## config.mk

```make
export PLATFORM = sky130hd
export DESIGN_NAME = gcd_engine
export DESIGN_NICKNAME = d
export VERILOG_FILES = /design/src/rtl/gcd_pkg.sv /design/src/rtl/gcd_step.sv /design/src/rtl/gcd_engine.sv
export SDC_FILE = /design/constraint.sdc
export NUM_CORES = 1
export LEC_CHECK = 0
export CAP_MARGIN = 20
export CORE_UTILIZATION = 30
export CTS_CLUSTER_SIZE = 24
export DETAILED_ROUTE_END_ITERATION = 10
export PLACE_DENSITY = 0.53
export SKIP_CTS_REPAIR_TIMING = 1
export SYNTH_ARGS = -nofsm -noshare
export SYNTH_HDL_FRONTEND = slang
export SYNTH_SLANG_ARGS = --single-unit
```

## constraint.sdc

```tcl
create_clock -name clk -period 3.38 [get_ports clk]
set_input_delay 0.676 -clock clk [delete_from_list [all_inputs] [get_ports clk]]
set_output_delay 0.676 -clock clk [all_outputs]
set_load 0.01 [all_outputs]
```

## src/rtl/gcd_pkg.sv

```systemverilog
// Shared definitions for the GCD coprocessor: FSM encoding, algorithm selectors
// and the width of the Stein common-power-of-two counter.
package gcd_pkg;

    typedef enum logic [1:0] {
        ST_IDLE = 2'd0,
        ST_CALC = 2'd1,
        ST_DONE = 2'd2
    } state_t;

    localparam int ALGO_STEIN  = 0;
    localparam int ALGO_EUCLID = 1;

    // k never exceeds WIDTH-1, so clog2(WIDTH+1) bits always hold it.
    function automatic int k_width(input int width);
        return $clog2(width + 1);
    endfunction

endpackage

```

## src/rtl/gcd_step.sv

```systemverilog
// Combinational single reduction step of the GCD iteration; ALGO picks binary
// (Stein) or subtractive Euclid. term/result describe the current a/b pair.
module gcd_step
    import gcd_pkg::*;
#(
    parameter int WIDTH = 8,
    parameter int ALGO  = ALGO_STEIN,
    parameter int KW    = k_width(WIDTH)
) (
    input  logic [WIDTH-1:0] a,
    input  logic [WIDTH-1:0] b,
    input  logic [KW-1:0]    k,
    output logic [WIDTH-1:0] a_next,
    output logic [WIDTH-1:0] b_next,
    output logic [KW-1:0]    k_next,
    output logic             term,
    output logic [WIDTH-1:0] result
);

    generate
        if (ALGO == ALGO_STEIN) begin : g_stein
            always_comb begin
                a_next = a;
                b_next = b;
                k_next = k;
                term   = (a == '0) || (b == '0);
                result = (a | b) << k;
                if (!a[0] && !b[0]) begin
                    a_next = a >> 1;
                    b_next = b >> 1;
                    k_next = k + KW'(1);
                end else if (!a[0]) begin
                    a_next = a >> 1;
                end else if (!b[0]) begin
                    b_next = b >> 1;
                end else if (a >= b) begin
                    a_next = (a - b) >> 1;
                end else begin
                    b_next = (b - a) >> 1;
                end
            end
        end else begin : g_euclid
            // A zero operand or equal operands both finish with a|b as the answer.
            always_comb begin
                a_next = a;
                b_next = b;
                k_next = k;
                term   = (a == '0) || (b == '0) || (a == b);
                result = a | b;
                if (a > b) begin
                    a_next = a - b;
                end else begin
                    b_next = b - a;
                end
            end
        end
    endgenerate

endmodule

```

## src/rtl/gcd_engine.sv

```systemverilog
// GCD coprocessor: valid/ready operand port, one reduction step per clock,
// result held on a valid/ready port until the consumer takes it.
module gcd_engine
    import gcd_pkg::*;
#(
    parameter int WIDTH = 8,
    parameter int ALGO  = ALGO_STEIN,
    parameter int CNT_W = 16
) (
    input  logic             clk,
    input  logic             reset,
    input  logic             in_valid,
    output logic             in_ready,
    input  logic [WIDTH-1:0] a_in,
    input  logic [WIDTH-1:0] b_in,
    output logic             out_valid,
    input  logic             out_ready,
    output logic [WIDTH-1:0] gcd_out,
    output logic [CNT_W-1:0] steps_out,
    output logic             zero_flag
);

    localparam int KW = k_width(WIDTH);

    state_t           state;
    state_t           state_next;
    logic [WIDTH-1:0] a_reg;
    logic [WIDTH-1:0] b_reg;
    logic [KW-1:0]    k_reg;
    logic [WIDTH-1:0] a_step;
    logic [WIDTH-1:0] b_step;
    logic [KW-1:0]    k_step;
    logic             step_term;
    logic [WIDTH-1:0] step_result;
    logic [CNT_W-1:0] steps_reg;
    logic [WIDTH-1:0] gcd_reg;
    logic             zero_reg;

    gcd_step #(
        .WIDTH(WIDTH),
        .ALGO (ALGO),
        .KW   (KW)
    ) u_step (
        .a     (a_reg),
        .b     (b_reg),
        .k     (k_reg),
        .a_next(a_step),
        .b_next(b_step),
        .k_next(k_step),
        .term  (step_term),
        .result(step_result)
    );

    always_ff @(posedge clk) begin
        if (reset) begin
            state <= ST_IDLE;
        end else begin
            state <= state_next;
        end
    end

    always_comb begin
        state_next = state;
        case (state)
            ST_IDLE: if (in_valid)  state_next = ST_CALC;
            ST_CALC: if (step_term) state_next = ST_DONE;
            ST_DONE: if (out_ready) state_next = ST_IDLE;
            default:                state_next = ST_IDLE;
        endcase
    end

    always_comb begin
        in_ready  = (state == ST_IDLE);
        out_valid = (state == ST_DONE);
    end

    // Result registers only change on accept and on the terminating CALC cycle,
    // which keeps them stable for the whole DONE phase.
    always_ff @(posedge clk) begin
        if (reset) begin
            a_reg     <= '0;
            b_reg     <= '0;
            k_reg     <= '0;
            steps_reg <= '0;
            gcd_reg   <= '0;
            zero_reg  <= 1'b0;
        end else begin
            case (state)
                ST_IDLE: begin
                    if (in_valid) begin
                        a_reg     <= a_in;
                        b_reg     <= b_in;
                        k_reg     <= '0;
                        steps_reg <= '0;
                        zero_reg  <= 1'b0;
                    end
                end
                ST_CALC: begin
                    if (step_term) begin
                        gcd_reg  <= step_result;
                        zero_reg <= (a_reg == '0) && (b_reg == '0);
                    end else begin
                        a_reg <= a_step;
                        b_reg <= b_step;
                        k_reg <= k_step;
                        if (steps_reg != {CNT_W{1'b1}}) begin
                            steps_reg <= steps_reg + CNT_W'(1);
                        end
                    end
                end
                default: ;
            endcase
        end
    end

    assign gcd_out   = gcd_reg;
    assign steps_out = steps_reg;
    assign zero_flag = zero_reg;

endmodule
```

==> metrics.cfg <==
[detailed_routing]
drt_first_pass_iters=5
final_antenna_net_count=0
wl_per_cell_um=15.4
drtIter0Drc=162
num_vias=3029
wirelength_mm=8.86
viasPerCell=5.28
drc=0

[synth]
yosys-top-cells-count=dfxtp_1 (47), nor2_1 (38), ha_1 (26)
synth.top_cell.area_share=0.280
synth_most_common_cell=dfxtp_1
yosys_warnings=0
syn_avg_cell_area_um2=8.43
synth_seq_area_share=0.280
synth_ff_type=dfxtp_1
synth_nets=446
synth_edf_count=0
syn_inst=398
synth_top_area_cell=dfxtp_1
synthDistinctLibCells=69
ys_async_sr_fraction=0
yosys-top-cells-area=dfxtp_1 (28%), ha_1 (9.7%), nor2_1 (4.3%)
ys_seq_elements=47
synth_area_mm2=0.00335

[run]
drv_cap=0

[worst_hold_path]
min_path_type=register to register
hp-start=gcd_out[2]$_SDFFE_PP0P_
min_path_cells=2
worstHoldEndpoint=gcd_out[2]$_SDFFE_PP0P_

[global_route]
grt.total_usage=0.157
grt_overflow=0
grt_pass1_wl_mm=14.6
antenna_found_initial=0
grt_max_degree=28
grt_pass1_vias=2927

[final_layout]
diodes=0
nets=481
area_delta_synth_final_pct=19.7
fillCellCount=1146
drive_above_1_share=0.0806
largest_reg_flops=16

[power]
p_per_area_mw_per_mm2=749
power_leakage_nw=1.40
power.total_mw=3.01
ir_worst_vdd_mv=0.308

[worst_setup_path]
cp_data_arrival_time_ns=2.92
r2r_setup_slack_ns=0.65
cp-end-kind=register
cp_slowest_cell=dfxtp_1
path_cells=inv_1 > ha_1 > fa_1 > o21ba_2 > o211ai_2 > a211oi_4 > a31oi_2 > a21oi_2 > a32o_1
regToRegStartpoint=a_reg[0]$_SDFFE_PP0P_
cp-start-kind=register
cpPeakStageDelay_ns=0.48
required_ns=3.57
timing.rr.end=a_reg[5]$_SDFFE_PP0P_
crit_buf_inv=1
path_class=register to register
rr_worst_depth=9
cpLargestDelayFamily=compound AO/OA/AOI/OAI gates
cp_max_fo=9

[place]
place_congestion=0.863
io_buffers=46
hpwl_mm=6.81

[timing]
clock_skew_ns=0.0153
rsz0062_at_grt=false
finalHoldViolCount=0
relSlewSlack=0.284
finalCritPeriodShare=0.806
tightest_slew_ns=1.07
maxSlewViolCount=0
period_needed_ns=2.73
finalSetupViolations=0
fin_tns_setup_ns=0
fmax_mhz=367

[floorplan]
core-area_mm2=0.0109
die_h_um=108
dieArea_mm2=0.0116
die_x_um=108
start_util=0.308
io_pins=47
rows=38

[clock_tree]
clock_latency_ns=0.30
htree_levels=2
clock_sinks=47
path_clk_slew_ns=0.10
clk_path_buf_depth=2
cts_tree=done
cts-root-buf=clkbuf_8
cts_inserted_buffers=5

[status]
status=completed

-- final cells by class --
cell class	count	area (µm²)	share of cell area
clock inverters	2	13.8	0.00343
flip-flops and latches	47	941	0.234
multi-input cells	305	2220	0.554
repair buffers	50	490	0.122
clock buffers	6	82.6	0.0206
inverters	24	90.1	0.0224
well taps	140	175	0.0436
-- placed cells by master (no fill, tap or decap), drive strengths merged, types with 5 or more instances in the layout --
cell	netlist	routed
o221ai	6	6
o21ai	18	18
dfxtp	47	47
nand2	24	24
xor2	15	15
a211oi	6	6
nand3b	5	5
a31oi	5	5
clkdlybuf4s50	0	46
inv	24	25
nand4	6	6
clkbuf	15	6
ha	26	26
or3	7	7
nand2b	14	14
xnor2	8	8
nor2b	9	9
a32o	7	7
mux2i	5	5
nor2	40	40
or4	6	6
a21oi	25	25
nand3	16	16
-- report_power, final --
part	leakage [nW]	total, mW	switching [mW]	internal (mW)
clock network	0.0516	0.367	0.199	0.168
registers	0.382	0.751	0.112	0.639
logic	0.968	1.89	1.11	0.783
-- layer usage --
metal  global-route usage  vias up  part of all wire
met5                    0        -                 0
met4               0.0254        0            0.0081
met3               0.0236        6             0.046
met2                0.268       67              0.47
met1                0.211     1448              0.47
li1                     -     1508                 -
-- metrics by stage --
| step | setup WS, ns | cells | hold slack [ns] | util | instance area (µm²) |
|---|---|---|---|---|---|
| 2_1_floorplan | 0.979 | 398 | 0.440 | - | 3350 |
| 3_3_place_gp | 0.730 | 566 | 0.443 | 0.360 | 3920 |
| 3_5_place_dp | 0.658 | 566 | 0.450 | 0.360 | 3920 |
| 4_1_cts | 0.659 | 574 | 0.464 | 0.369 | 4020 |
| 5_1_grt | 0.454 | 574 | 0.474 | 0.369 | 4020 |
| 6_report | 0.655 | 574 | 0.459 | 0.369 | 4020 |
-- how the worst max path moves through the flow --
stage,from,endpoint,slack (ns),depth (start not counted)
after global placement,a_reg[0]$_SDFFE_PP0P_,a_reg[6]$_SDFFE_PP0P_,0.73,9
final,a_reg[0]$_SDFFE_PP0P_,a_reg[5]$_SDFFE_PP0P_,0.65,9
after CTS,a_reg[0]$_SDFFE_PP0P_,a_reg[5]$_SDFFE_PP0P_,0.66,9
after global routing,a_reg[0]$_SDFFE_PP0P_,a_reg[0]$_SDFFE_PP0P_,0.45,9
after detailed placement,a_reg[0]$_SDFFE_PP0P_,a_reg[5]$_SDFFE_PP0P_,0.66,9
after floorplan,a_reg[0]$_SDFFE_PP0P_,a_reg[4]$_SDFFE_PP0P_,0.98,9
-- worst reg2reg max path, stage by stage (launching register included) --
cell and delay (ns):
dfxtp_1 0.48, inv_1 0.16, ha_1 0.25, fa_1 0.40, o21ba_2 0.23, o211ai_2 0.23, a211oi_4 0.17, a31oi_2 0.31
a21oi_2 0.15, a32o_1 0.27
-- logic make-up (layout without fill, tap and decap cells) --
group / Yosys count / after routing / synth area share
xor+xnor: 23 / 23 / 0.0601
compound gates: 98 / 98 / 0.219
flops: 47 / 47 / 0.280
fa+ha+maj: 28 / 28 / 0.109
buf+inv: 46 / 82 / 0.0567
mux: 9 / 9 / 0.0384
simple gates: 147 / 147 / 0.236
Power figures use the tool's default switching activity.
